$ cat src/rtl/regfile_arbiter_if.sv
// rtl/regfile_arbiter_if.sv - requester A/B command, grant/done and register file port bundle.
// ERR is present only when REGFILE_ARB_READBACK_EN is defined.
interface regfile_arbiter_if #(
  parameter int DATA_W = 4,
  parameter int ADDR_W = 2
);
  logic              A_REQ, B_REQ;
  logic              A_WE, B_WE;
  logic [ADDR_W-1:0] A_RS, A_RT, A_RW;
  logic [ADDR_W-1:0] B_RS, B_RT, B_RW;
  logic [DATA_W-1:0] A_DW, B_DW;
  logic              A_GNT, B_GNT;
  logic              A_DONE, B_DONE;
  logic [DATA_W-1:0] A_CRS, A_CRT, B_CRS, B_CRT;
  logic [ADDR_W-1:0] RS, RT, RW;
  logic [DATA_W-1:0] DW;
  logic              RG_WE;
  logic [DATA_W-1:0] CRS, CRT;
`ifdef REGFILE_ARB_READBACK_EN
  logic              ERR;
`endif

  modport slave (
    input  A_REQ, B_REQ, A_WE, B_WE, A_RS, A_RT, A_RW, B_RS, B_RT, B_RW,
           A_DW, B_DW, CRS, CRT,
    output A_GNT, B_GNT, A_DONE, B_DONE, A_CRS, A_CRT, B_CRS, B_CRT,
           RS, RT, RW, DW, RG_WE
`ifdef REGFILE_ARB_READBACK_EN
    , output ERR
`endif
  );

  modport master (
    output A_REQ, B_REQ, A_WE, B_WE, A_RS, A_RT, A_RW, B_RS, B_RT, B_RW,
           A_DW, B_DW, CRS, CRT,
    input  A_GNT, B_GNT, A_DONE, B_DONE, A_CRS, A_CRT, B_CRS, B_CRT,
           RS, RT, RW, DW, RG_WE
`ifdef REGFILE_ARB_READBACK_EN
    , input ERR
`endif
  );
endinterface

$ cat src/rtl/regfile_arbiter.sv
// rtl/regfile_arbiter.sv - round-robin two-requester arbiter in front of a register file port.
// Define REGFILE_ARB_READBACK_EN to verify every write with a readback cycle and a sticky ERR flag.
module regfile_arbiter #(
  parameter int DATA_W = 4,
  parameter int ADDR_W = 2
) (
  input logic               CLK,
  input logic               RST,
  regfile_arbiter_if.slave  bus
);
  localparam logic [1:0] IDLE     = 2'd0;
  localparam logic [1:0] SERVE    = 2'd1;
`ifdef REGFILE_ARB_READBACK_EN
  localparam logic [1:0] READBACK = 2'd2;
`endif

  logic [1:0]        state;
  logic              ptr_b;
  logic              win_b;
  logic              pick_b;
  logic              we_q;
  logic [ADDR_W-1:0] rs_q, rt_q, rw_q;
  logic [DATA_W-1:0] dw_q;
  logic              a_done_q, b_done_q;
  logic [DATA_W-1:0] a_crs_q, a_crt_q, b_crs_q, b_crt_q;
  logic              finish;
  logic              in_serve;
  logic              in_readback;
  logic [DATA_W-1:0] ret_rs, ret_rt;

  // B wins only when A is idle or when A was the last one served.
  assign pick_b   = bus.B_REQ & (~bus.A_REQ | ptr_b);
  assign in_serve = (state == SERVE);

`ifdef REGFILE_ARB_READBACK_EN
  logic err_q;
  assign in_readback = (state == READBACK);
  assign finish      = (in_serve & ~we_q) | in_readback;
`else
  assign in_readback = 1'b0;
  assign finish      = in_serve;
`endif

  // Writes report zero read data; reads return the register file outputs.
  assign ret_rs = we_q ? '0 : bus.CRS;
  assign ret_rt = we_q ? '0 : bus.CRT;

  always_ff @(posedge CLK) begin
    if (RST) begin
      state    <= IDLE;
      ptr_b    <= 1'b0;
      win_b    <= 1'b0;
      we_q     <= 1'b0;
      rs_q     <= '0;
      rt_q     <= '0;
      rw_q     <= '0;
      dw_q     <= '0;
      a_done_q <= 1'b0;
      b_done_q <= 1'b0;
      a_crs_q  <= '0;
      a_crt_q  <= '0;
      b_crs_q  <= '0;
      b_crt_q  <= '0;
`ifdef REGFILE_ARB_READBACK_EN
      err_q    <= 1'b0;
`endif
    end else begin
      a_done_q <= finish & ~win_b;
      b_done_q <= finish & win_b;
      if (finish) begin
        if (win_b) begin
          b_crs_q <= ret_rs;
          b_crt_q <= ret_rt;
        end else begin
          a_crs_q <= ret_rs;
          a_crt_q <= ret_rt;
        end
      end
      case (state)
        IDLE: begin
          if (bus.A_REQ | bus.B_REQ) begin
            state <= SERVE;
            win_b <= pick_b;
            ptr_b <= ~pick_b;
            we_q  <= pick_b ? bus.B_WE : bus.A_WE;
            rs_q  <= pick_b ? bus.B_RS : bus.A_RS;
            rt_q  <= pick_b ? bus.B_RT : bus.A_RT;
            rw_q  <= pick_b ? bus.B_RW : bus.A_RW;
            dw_q  <= pick_b ? bus.B_DW : bus.A_DW;
          end
        end
`ifdef REGFILE_ARB_READBACK_EN
        SERVE:    state <= we_q ? READBACK : IDLE;
        READBACK: begin
          state <= IDLE;
          if (bus.CRS != dw_q) err_q <= 1'b1;
        end
`else
        SERVE:    state <= IDLE;
`endif
        default:  state <= IDLE;
      endcase
    end
  end

  // Every output is forced low while reset is asserted, aborting any write in flight.
  assign bus.A_GNT  = ~RST & in_serve & ~win_b;
  assign bus.B_GNT  = ~RST & in_serve & win_b;
  assign bus.RG_WE  = ~RST & in_serve & we_q;
  assign bus.A_DONE = ~RST & a_done_q;
  assign bus.B_DONE = ~RST & b_done_q;
  assign bus.RS     = RST ? '0 : (in_readback ? rw_q : rs_q);
  assign bus.RT     = RST ? '0 : rt_q;
  assign bus.RW     = RST ? '0 : rw_q;
  assign bus.DW     = RST ? '0 : dw_q;
  assign bus.A_CRS  = RST ? '0 : a_crs_q;
  assign bus.A_CRT  = RST ? '0 : a_crt_q;
  assign bus.B_CRS  = RST ? '0 : b_crs_q;
  assign bus.B_CRT  = RST ? '0 : b_crt_q;
`ifdef REGFILE_ARB_READBACK_EN
  assign bus.ERR    = ~RST & err_q;
`endif
endmodule

$ cat src/flat_wrapper.sv
// flat-port wrapper written by rule: the top's interface ports become plain ports
module regfile_arbiter_flat 
#(
  parameter int DATA_W = 4,
  parameter int ADDR_W = 2
)
  (CLK, RST, bus_A_REQ, bus_B_REQ, bus_A_WE, bus_B_WE, bus_A_RS, bus_A_RT, bus_A_RW, bus_B_RS, bus_B_RT, bus_B_RW, bus_A_DW, bus_B_DW, bus_CRS, bus_CRT, bus_A_GNT, bus_B_GNT, bus_A_DONE, bus_B_DONE, bus_A_CRS, bus_A_CRT, bus_B_CRS, bus_B_CRT, bus_RS, bus_RT, bus_RW, bus_DW, bus_RG_WE);
  regfile_arbiter_if #(.DATA_W(DATA_W), .ADDR_W(ADDR_W)) bus_i ();
  input logic CLK;
  input logic RST;
  input wire logic [$bits(bus_i.A_REQ)-1:0] bus_A_REQ;
  input wire logic [$bits(bus_i.B_REQ)-1:0] bus_B_REQ;
  input wire logic [$bits(bus_i.A_WE)-1:0] bus_A_WE;
  input wire logic [$bits(bus_i.B_WE)-1:0] bus_B_WE;
  input wire logic [$bits(bus_i.A_RS)-1:0] bus_A_RS;
  input wire logic [$bits(bus_i.A_RT)-1:0] bus_A_RT;
  input wire logic [$bits(bus_i.A_RW)-1:0] bus_A_RW;
  input wire logic [$bits(bus_i.B_RS)-1:0] bus_B_RS;
  input wire logic [$bits(bus_i.B_RT)-1:0] bus_B_RT;
  input wire logic [$bits(bus_i.B_RW)-1:0] bus_B_RW;
  input wire logic [$bits(bus_i.A_DW)-1:0] bus_A_DW;
  input wire logic [$bits(bus_i.B_DW)-1:0] bus_B_DW;
  input wire logic [$bits(bus_i.CRS)-1:0] bus_CRS;
  input wire logic [$bits(bus_i.CRT)-1:0] bus_CRT;
  output wire logic [$bits(bus_i.A_GNT)-1:0] bus_A_GNT;
  output wire logic [$bits(bus_i.B_GNT)-1:0] bus_B_GNT;
  output wire logic [$bits(bus_i.A_DONE)-1:0] bus_A_DONE;
  output wire logic [$bits(bus_i.B_DONE)-1:0] bus_B_DONE;
  output wire logic [$bits(bus_i.A_CRS)-1:0] bus_A_CRS;
  output wire logic [$bits(bus_i.A_CRT)-1:0] bus_A_CRT;
  output wire logic [$bits(bus_i.B_CRS)-1:0] bus_B_CRS;
  output wire logic [$bits(bus_i.B_CRT)-1:0] bus_B_CRT;
  output wire logic [$bits(bus_i.RS)-1:0] bus_RS;
  output wire logic [$bits(bus_i.RT)-1:0] bus_RT;
  output wire logic [$bits(bus_i.RW)-1:0] bus_RW;
  output wire logic [$bits(bus_i.DW)-1:0] bus_DW;
  output wire logic [$bits(bus_i.RG_WE)-1:0] bus_RG_WE;
  assign bus_i.A_REQ = bus_A_REQ;
  assign bus_i.B_REQ = bus_B_REQ;
  assign bus_i.A_WE = bus_A_WE;
  assign bus_i.B_WE = bus_B_WE;
  assign bus_i.A_RS = bus_A_RS;
  assign bus_i.A_RT = bus_A_RT;
  assign bus_i.A_RW = bus_A_RW;
  assign bus_i.B_RS = bus_B_RS;
  assign bus_i.B_RT = bus_B_RT;
  assign bus_i.B_RW = bus_B_RW;
  assign bus_i.A_DW = bus_A_DW;
  assign bus_i.B_DW = bus_B_DW;
  assign bus_i.CRS = bus_CRS;
  assign bus_i.CRT = bus_CRT;
  assign bus_A_GNT = bus_i.A_GNT;
  assign bus_B_GNT = bus_i.B_GNT;
  assign bus_A_DONE = bus_i.A_DONE;
  assign bus_B_DONE = bus_i.B_DONE;
  assign bus_A_CRS = bus_i.A_CRS;
  assign bus_A_CRT = bus_i.A_CRT;
  assign bus_B_CRS = bus_i.B_CRS;
  assign bus_B_CRT = bus_i.B_CRT;
  assign bus_RS = bus_i.RS;
  assign bus_RT = bus_i.RT;
  assign bus_RW = bus_i.RW;
  assign bus_DW = bus_i.DW;
  assign bus_RG_WE = bus_i.RG_WE;
  regfile_arbiter #(.DATA_W(DATA_W), .ADDR_W(ADDR_W)) u_core (.CLK(CLK), .RST(RST), .bus(bus_i));
endmodule
$ cat config.mk
export PLATFORM = sky130hd
export DESIGN_NAME = regfile_arbiter_flat
export DESIGN_NICKNAME = d
export VERILOG_FILES = /design/src/rtl/regfile_arbiter_if.sv /design/src/rtl/regfile_arbiter.sv /design/src/flat_wrapper.sv
export SDC_FILE = /design/constraint.sdc
export NUM_CORES = 1
export LEC_CHECK = 0
export CAP_MARGIN = 5
export CORE_MARGIN = 3
export CORE_UTILIZATION = 38
export CTS_CLUSTER_SIZE = 14
export DETAILED_ROUTE_END_ITERATION = 12
export HOLD_SLACK_MARGIN = 0.1
export PLACE_DENSITY_LB_ADDON = 0.12
export SYNTH_ARGS = -nofsm -noshare
export SYNTH_HDL_FRONTEND = slang
export SYNTH_SLANG_ARGS = --single-unit
export TNS_END_PERCENT = 50
$ cat constraint.sdc
create_clock -name CLK -period 1.4 [get_ports CLK]
set_input_delay 0.42 -clock CLK [delete_from_list [all_inputs] [get_ports CLK]]
set_output_delay 0.42 -clock CLK [all_outputs]
set_load 0.01 [all_outputs]
; ---- Yosys cells after proc, flatten, opt, wreduce, memory -nomap -nowiden
; Index checks and enable logic that the tools add are counted.
[totals]
regBits = 32
elab_cells = 50
inputBits = 34
out_inout_bits = 31
[classes]
bitwise = 16
reduce_logical = 5
mux = 15
[op_table]
columns = op, n
row1 = $mux 4, 8
row2 = $mux 2, 6
row3 = $and 1x1->1, 9
row4 = $reduce_and 2->1, 3
row5 = $not 1->1, 5
row6 = $logic_not 2->1, 1
row7 = $or 1x1->1, 2
row8 = $reduce_or 2->1, 1
row9 = $mux 1, 1

; ---- Logic depth before layout (Yosys ltp)
; Gate-level depths: netlist (run 1).
[logic_depth]
ltp_word = 4
depth_mapped = 5
mapped_depth_nobuf = 3

; ---- Worst setup path before layout (run 1)
; OpenSTA, ideal clock, no wires.
[synth_timing]
path_kind = input -> output
start = input RST
end = output bus_A_CRS[3]
path_stages = 4
setup_slack_ps = -81
n_path_buf = 3
arrival_ps = 1061
required_ps = 980
cell_sequence = buf_6 buf_6 clkbuf_1 nor2b_1
[synth_between]
elab_chain_cells = 1
[synth_lines]
columns = element, line
row1 = "start, declared", flat_wrapper.sv:10  ; input logic RST;
row2 = $mux 4, regfile_arbiter.sv:116  ; assign bus.A_CRS = RST ? '0 : a_crs_q;
row3 = "end, declared", flat_wrapper.sv:29  ; output wire logic [$bits(bus_i.A_CRS)-1:0] bus_A_CRS;
; Every way passes these cells.

; ---- Worst setup path in the final report (run 1)
[layout_timing]
start = input RST
end = output bus_A_CRT[1]
[layout_between]
elab_chain_cells = 1
[layout_lines]
columns = element, line
row1 = $mux 4, regfile_arbiter.sv:117  ; assign bus.A_CRT = RST ? '0 : a_crt_q;
row2 = "end, declared", flat_wrapper.sv:30  ; output wire logic [$bits(bus_i.A_CRT)-1:0] bus_A_CRT;
; Every way passes these cells.

==> impl_results.md, run 1 <==
- Hold Fails Final Rpt: 0
- Clock sinks: 32
- FILL cells: around 290
- Hold Path Class: flop to flop
- Count of pins over their slew limit: 0
- Remaining global-route overflow: 0
- Detailed Route WL: 4230 um
- Startpoint Class: primary input
- Initial Util: 0.401
- Outcome: finished with violations
- FF-to-FF setup slack: 0.04 ns
- Vias in the first global route: 1449
- IO Count: 65
- Worst vdd ir: 582 uV
- Detailed Routing Iterations Pass 1: 4
- Starting DRT DRC Count: 121
- Fmax: 0.685 GHz
- DRC Markers: 0
- Synthesis-stage register bit count: 32
- Asr flop ratio synth: 0
- RSZ-0062 raised after global routing: true
- CTS buffer count: 5
- Critical path class: primary input to output pin
- Final setup violation count: 15
- Initial antenna violation count: 0
- Worst r2r src: u_core.state[0]
- Number of synthesized flops with an enable pin: 0
- Port Buffers: 64
- Crit-path cells: buf_12 > buf_12 > buf_12 > nor2b_4 > buf_6
- Top cell type's share of synthesized area: 0.426
- Slew @ Worst Pin: 0.304 ns
- DR WL/cell: 14.1 um
- Power, Total: ~2.2 mW
- Die area: 0.00475 mm2
- Diodes inserted: 0
- CP Max Fanout: 5
- Slowest CP cell: buf_12
- Crit. Startpoint: RST
- Layout cells sized above 1: 0.393
- Main area contributors after synthesis: dfxtp_1 (43%), nor2b_1 (20%), nand2_1 (8.5%)
- Largest net degree at the start of global routing: 16
- Die height: around 69 um
- Worst slack, placed: -0.552 ns
- Leakage: approximately 1.0 nW
- Synth warn: 0
- Fin util: 0.704
- Syn Inst Count: 172
- Synth area leader: dfxtp_1
- Relative slew slack: 0.797
- Global Route Usage Sum: 0.193
- Final nets: 285
- Final Cycle Share: 1.04
- Final worst-path setup slack: -0.0589 ns
- Most Frequent Cell on Critical Path: buf_12
- Power Dens Cells: 847 mW/mm2
- Worst hold stages: 2
- Worst-case clock buffer depth: 2
- CTS tree: done
- Global-route wire length before repair: ~6700 um
- Worst-Skew Late Latency: around 0.28 ns
- Placed cells: ~290
- Predominant post-synthesis flop cell: dfxtp_1
- Cell Count, Final, Fillers Out: 300
- Final RePlAce weighted congestion: 0.705
- Die Width: 68.9 um
- Failing checks: negative setup slack
- Core area: 0.00374 mm2
- Via count: about 1.4k
- Detail Placement HPWL: 2860 um
- Clock skew: roughly 0.0034 ns
- Max_cap viols: 0
- Worst EP arrival: 1.04 ns
- Synth cell types: 22
- Root cell of the clock tree: clkbuf_8
- H-tree depth: 2
- Synth Cell Area: 0.00150 mm2
- Clock Pin Slew Worst Setup and Hold Paths: 0.06 ns
- Sequential-to-total area share from yosys stat: 0.426
- Area delta synth->final: 75.4%
- Worst setup EP type: output pin
- Row cnt: 22
- Mean post-synth cell area: about 8.7 um2
- Worst hold start: u_core.a_crt_q[0]
- Synth Net Count: 206
- ANT nets after route: 0
- WP data required: 0.98 ns
- Drt via density: 4.83
- Min Tclk post-route: ~1.5 ns
- Reg2Reg Depth: 5
- CP peak stage delay: 0.14 ns
- Hold_ws: between 0.4 and 0.5 ns
## state kept, by name, summed over array words and instances (netlist names)
signal,flops
u_core.b_crs_q,4
u_core.dw_q,4
u_core.rw_q,2
u_core.a_done_q,1
u_core.a_crs_q,4
u_core.ptr_b,1
u_core.state,1
u_core.rs_q,2
u_core.win_b,1
u_core.a_crt_q,4
u_core.b_done_q,1
u_core.we_q,1
u_core.rt_q,2
u_core.b_crt_q,4
## worst paths after layout
check / endpoint
worst max-delay path: bus_A_CRT[1]
worst min-delay path: u_core.a_crt_q[0]
worst max register to register: u_core.rs_q[0]
worst min register to register: u_core.a_crt_q[0]
## area by class of cell
cell class                      count  area, um2  share of cell area
Timing Repair Buffer               85        858               0.326
Sequential cell                    32        646               0.245
Clock buffer                        8       90.1              0.0342
Multi-Input combinational cell    127        982               0.373
Tap cell                           48       60.1              0.0228
## cells in the mapped netlist (2+ instances only)
cell type / number
a21oi_1: 17
a221o_1: 10
buf_6: 5
clkbuf_1: 5
dfxtp_1: 32
nand2_1: 34
nand2b_1: 2
nand2b_4: 2
nor2_1: 5
nor2b_1: 48
## cell usage in the layout, fill, tap and decap left out, drive strengths merged
master / count
a221o: 11
a21oi: 17
a2bb2oi: 1
nor2: 5
clkbuf: 8
clkdlybuf4s15: 1
or2b: 1
and2: 1
clkdlybuf4s50: 30
a211oi: 1
dlygate4sd2: 1
o21ba: 1
nor2b: 48
and3b: 1
dfxtp: 32
nand2b: 4
buf: 53
nand2: 34
nor3b: 2
## routing by layer
metal,wire (um),GRT usage
met5,0,0
met4,39,0.0438
met3,262,0.0583
met2,2220,0.349
met1,1710,0.222
## logic make-up (layout without fill, tap and decap cells)
group	count (synthesis)	in the layout	share of synthesized area
flops	32	32	0.426
simple gates	96	96	0.356
buf+inv	13	93	0.0616
compound gates	31	31	0.156
## critical path, delay by kind of cell
kind,cells,cell delay [ns]
buf+inv,4,0.50
simple gates,1,0.11
## stage by stage
step	area [um2]	setup TNS, ns
6_report	2640	-0.693
5_1_grt	2640	-0.964
4_1_cts	2570	-0.751
3_5_place_dp	2390	-19.76
3_3_place_gp	2390	-18.92
2_1_floorplan	1710	0
## timing repair
item                                   CTS  global route
cloned                                   1             0
resized for setup                      165            11
hold buffers                             0             0
setup endpoints to repair               42            32
setup buffers                            4             1
pin swaps                                6             1
endpoints found under the hold margin    0             0
## report_power, final
group          internal [mW]  switching [mW]  total [mW]
logic                  0.312           0.213       0.525
clock network          0.400           0.314       0.714
registers              0.967          0.0269       0.994
Note: power is estimated with default switching activity, not from simulation.
==> run 2: changes to the inputs <==
CELL_PAD_IN_SITES_DETAIL_PLACEMENT = 1   (was not set)
CELL_PAD_IN_SITES_GLOBAL_PLACEMENT = 1   (was not set)
CORE_UTILIZATION = 27   (was 38)
==> run 2 against run 1 <==
Effect of this change: the run still ends with negative setup slack left; global-route usage fell by 2.9 points; sequential power about the same; die area increased by 37%; combinational power about the same; flip-flop and latch count stayed put; clock skew up 0.0027 ns; critical path type is now flop to output pin; largest cell class unchanged; highest routed layer unchanged.
==> impl_results.md, run 2 (same netlist as run 1, synthesis figures left out) <==
- Worst vdd ir: 445 uV
- Clock sinks: 32
- CTS buffer count: 5
- Remaining global-route overflow: 0
- Slew @ Worst Pin: 0.336 ns
- Worst slack, placed: -0.639 ns
- Initial Util: 0.287
- Clock skew: 0.00609 ns
- Max_cap viols: 0
- Worst-case clock buffer depth: 2
- Final Cycle Share: 1.02
- Final setup violation count: 1
- Combinational share of power: 0.216
- H-tree depth: 2
- Leakage: around 1.0 nW
- Hold_ws: 0.456 ns
- Diodes inserted: 0
- Detailed Route WL: roughly 5000 um
- Power, Total: between 2 and 2.5 mW
- Detailed Routing Iterations Pass 1: 4
- Final RePlAce weighted congestion: 0.747
- Count of pins over their slew limit: 0
- Detail Placement HPWL: 3630 um
- Fin util: 0.497
- DR WL/cell: 15.4 um
- Worst EP arrival: 1.00 ns
- Commonest non-fill, non-tap cell in the layout: nand2_1
- Clk pwr share: 0.374
- Worst-Skew Late Latency: 0.29 ns
- RSZ-0062 raised after global routing: true
- CTS tree: done
- Root cell of the clock tree: clkbuf_8
- Row cnt: 26
- Layout cells sized above 1: 0.410
- Worst r2r src: u_core.state[0]
- Die height: 80.6 um
- FILL cells: 605
- Core area: 0.00524 mm2
- Failing checks: negative setup slack
- Area delta synth->final: 73.1%
- Reg power frac: 0.410
- Min Tclk post-route: 1.42 ns
- Vias in the first global route: 1682
- Largest net degree at the start of global routing: 17
- Clock Pin Slew Worst Setup and Hold Paths: about 0.07 ns
- Power Dens Cells: 931 mW/mm2
- ANT nets after route: 0
- Fin Setup TNS: -0.0249 ns
- IO Count: 65
- Worst hold start: u_core.a_crt_q[2]
- Relative slew slack: 0.776
- Critical path class: flop to output pin
- Die area: roughly 0.0065 mm2
- Hold Path Class: flop to flop
- DRC Markers: 0
- Crit. Startpoint: u_core.state[0]
- Commonest non-fill, non-tap cells in the layout: nand2_1 (33), clkdlybuf4s50_1 (30), dfxtp_1 (30)
- Hold_buf cts: 0
- Global-route wire length before repair: 8050 um
- Startpoint Class: flop
- Port Buffers: 64
- Sw Share: 0.258
- WP data required: 0.98 ns
- Starting DRT DRC Count: 58
- Global Route Usage Sum: 0.165
- Fmax: 0.702 GHz
- Final nets: 289
- Hold Fails Final Rpt: 0
- Drt via density: between 4 and 5
- Outcome: finished with violations
- CP Max Fanout: 4
- Worst setup EP type: output pin
- Switching pwr: between 0.6 and 0.7 mW
- Initial antenna violation count: 0
- Pint: 1.80 mW
- Final worst-path setup slack: -0.0249 ns
- Die Width: 80.6 um
- Via count: 1469
## run 2: path summary, 6_finish.rpt
| kind | endpoint | slack [ns] | cells past startpoint |
|---|---|---|---|
| setup / recovery | bus_RG_WE | -0.02 | 2 |
| hold / removal | u_core.a_crt_q[2] | 0.46 | 2 |
| setup reg to reg | u_core.rw_q[1] | 0.08 | 5 |
| hold reg to reg | u_core.a_crt_q[2] | 0.46 | 2 |
## run 2: layer usage
metal / global-route usage / vias to the layer above / share of wire
li1: - / 728 / -
met1: 0.164 / 690 / 0.39
met4: 0.0456 / 0 / 0.011
met2: 0.329 / 45 / 0.55
met3: 0.0426 / 6 / 0.055
met5: 0 / - / 0
## run 2: final cells by class
type	instances	area, um2	share of cell area
clock buffer	5	68.8	0.0265
clock inverter	3	42.5	0.0164
multi-input combinational	128	977	0.376
sequential	32	646	0.248
tap	70	87.6	0.0337
timing repair buffer	88	779	0.300
## run 2: power by group through the flow
stage / sequential [mW] / combinational, mW / clock [mW]
after global routing: 0.998 / 0.565 / 0.970
after CTS: 0.992 / 0.521 / 0.926
after detailed placement: 1.01 / 0.498 / 0
final: 0.991 / 0.524 / 0.906
after global placement: 1.01 / 0.483 / 0
after floorplan: 1.01 / 0.269 / 0
## run 2: per-stage QoR
step	cell area, um2	instances
final	2600	326
after global routing	2600	326
after CTS	2580	326
after detailed placement	2480	312
after global placement	2480	312
after floorplan	1710	172
## run 2: repair_timing
action / CTS / global route
gates resized for setup: 141 / 9
cloned: 1 / 1
setup buffers: 5 / 0
setup endpoints to repair: 42 / 22
pin swaps: 3 / 2
## run 2: critical path: stages, from the launching register on
cell,delay [ns]
dfxtp_4,0.38
and3b_1,0.19
buf_2,0.14
==> run 3: changes to the inputs <==
REMOVE_ABC_BUFFERS = 1   (was not set)
==> run 3 against run 2 <==
Effect of this change: the run still ends with negative setup slack left; worst setup slack better by 0.016 ns; critical endpoint is now bus_A_GNT; combinational power is 7.3% lower; largest cell class unchanged; global-route usage is 1.6 points lower; largest power group unchanged; fmax is 1.2% higher; cell count is 1.2% lower.
==> impl_results.md, run 3 (same netlist as run 1, synthesis figures left out) <==
- Final Cycle Share: 1.01
- CP peak stage delay: 0.34 ns
- Core area: roughly 0.0052 mm2
- Max_cap viols: 0
- Global-route wire length before repair: 7440 um
- Clock sinks: 32
- Die area: ~0.0065 mm2
- Largest net degree at the start of global routing: 13
- Area delta synth->final: 64.4%
- Slew @ Worst Pin: 0.276 ns
- WP data required: 0.98 ns
- Multi-input gate area: 885 um2
- Slowest CP cell: dfxtp_2
- Count of pins over their slew limit: 0
- Hold Path Class: flop to flop
- CTS buffer count: 5
- Initial antenna violation count: 0
- Min Tclk post-route: 1.41 ns
- Fin util: 0.472
- Diodes inserted: 0
- Worst EP arrival: ~1 ns
- WHS Endpoint: u_core.b_crt_q[0]
- IO Count: 65
- Outcome: finished with violations
- Via count: approximately 1.5k
- Worst-Skew Late Latency: 0.28 ns
- Final instance area: 0.00247 mm2
- Die height: 80.6 um
- Critical R2R Capture: u_core.rs_q[0]
- Clock skew: 0.00234 ns
- Worst setup EP type: output pin
- Crit-path cells: nand2b_4 > nor2_2 > buf_2
- Worst r2r src: u_core.state[0]
- CTS tree: done
- WP buf/inv: 1
- Final setup violation count: 2
- Die Width: 80.6 um
- Worst hold start: u_core.b_crt_q[0]
- FILL cells: approximately 620
- Fmax: 0.710 GHz
- Final RePlAce weighted congestion: ~0.75
- Hold_buf cts: 0
- Global Route Usage Sum: 0.148
- Power, Total: 2.37 mW
- Commonest non-fill, non-tap cells in the layout: nor2b_1 (33), nand2_1 (33), clkdlybuf4s50_1 (30), dfxtp_1 (30), buf_2 (28)
- Relative slew slack: 0.816
- Leakage: 1.02 nW
- Initial Util: 0.287
- Clock Pin Slew Worst Setup and Hold Paths: 0.07 ns
- FF-to-FF setup slack: 0.06 ns
- Reg2Reg Depth: 5
- Failing checks: negative setup slack
- Detailed Route WL: 4580 um
- Vias in the first global route: 1556
- Final nets: 285
- DRC Markers: 0
- Startpoint Class: flop
- Reg area: 646 um2
- DR WL/cell: 14.2 um
- Row cnt: 26
- Root cell of the clock tree: clkbuf_8
- Starting DRT DRC Count: 52
- Worst vdd ir: 410 uV
- Remaining global-route overflow: 0
- Port Buffers: 64
- Hold Fails Final Rpt: 0
- Worst hold stages: 2
- Critical path class: flop to output pin
- CP Max Fanout: 4
- Layout cells sized above 1: 0.349
- Drt via density: 4.54
- Final worst-path setup slack: -0.00863 ns
- H-tree depth: 2
- Worst-case clock buffer depth: 2
- CP delay by family, top: flip-flops
- Placed Instance Area: 0.00231 mm2
- RSZ-0062 raised after global routing: true
- Detailed Routing Iterations Pass 1: 4
- Detail Placement HPWL: 3490 um
- Power Dens Cells: 957 mW/mm2
- ANT nets after route: 0
-- run 3: cell count changes in the layout (fill, tap and decap cells not counted), sizes merged --
cell	previous run	this run
buf	54	53
o21ba	2	1
clkbuf	7	5
-- run 3: layout make-up --
class	count	area share
clock inverter	3	0.0172
timing repair buffer	85	0.300
tap	70	0.0354
clock buffer	5	0.0278
multi-input combinational	127	0.358
sequential	32	0.261
-- run 3: through the flow --
step	setup TNS (ns)	hold slack [ns]	std cells	worst slack, ns
after CTS	-0.114	0.453	322	-0.0672
final	-0.0127	0.449	322	-0.00863
after floorplan	0	0.426	159	0.175
after detailed placement	-21.53	0.443	311	-0.639
after global routing	-0.205	0.470	322	-0.0837
after global placement	-20.59	0.438	311	-0.585
-- run 3: per-layer routing --
metal | wire length, um | vias to the layer above | global-route usage
met3 | 313 | 4 | 0.0471
li1 | - | 719 | -
met2 | 2400 | 50 | 0.269
met4 | 51 | 0 | 0.0456
met1 | 1830 | 689 | 0.163
met5 | 0 | - | 0
-- run 3: tightest hold or removal path: stages (launching register included) --
cell     delay (ns)
dfxtp_1        0.31
nand2_1        0.05
a21oi_1        0.05
-- run 3: power by group --
group / total [mW] / internal, mW / switching (mW)
registers: 0.993 / 0.966 / 0.0270
clock network: 0.886 / 0.526 / 0.360
logic: 0.486 / 0.287 / 0.199
total: 2.37 / 1.78 / 0.586
-- run 3: what timing repair did --
item | in CTS | in global routing
gates cloned | 1 | 0
hold endpoints to repair | 0 | 0
endpoints found under the setup margin | 42 | 28
pin swaps | 1 | 4
buffers inserted | 2 | 0
resized for setup | 146 | 21
-- run 3: how the worst max path moves through the flow --
stage	from	end	slack, ns	cells after the start
4_1_cts	RST	bus_A_CRT[2]	-0.07	4
5_1_grt	u_core.win_b	bus_A_GNT	-0.08	3
3_3_place_gp	bus_A_REQ	u_core.rs_q[0]	-0.58	4
6_report	u_core.win_b	bus_A_GNT	-0.009	3
2_1_floorplan	u_core.state[0]	u_core.rs_q[0]	0.17	3
3_5_place_dp	bus_A_REQ	u_core.rw_q[0]	-0.64	4
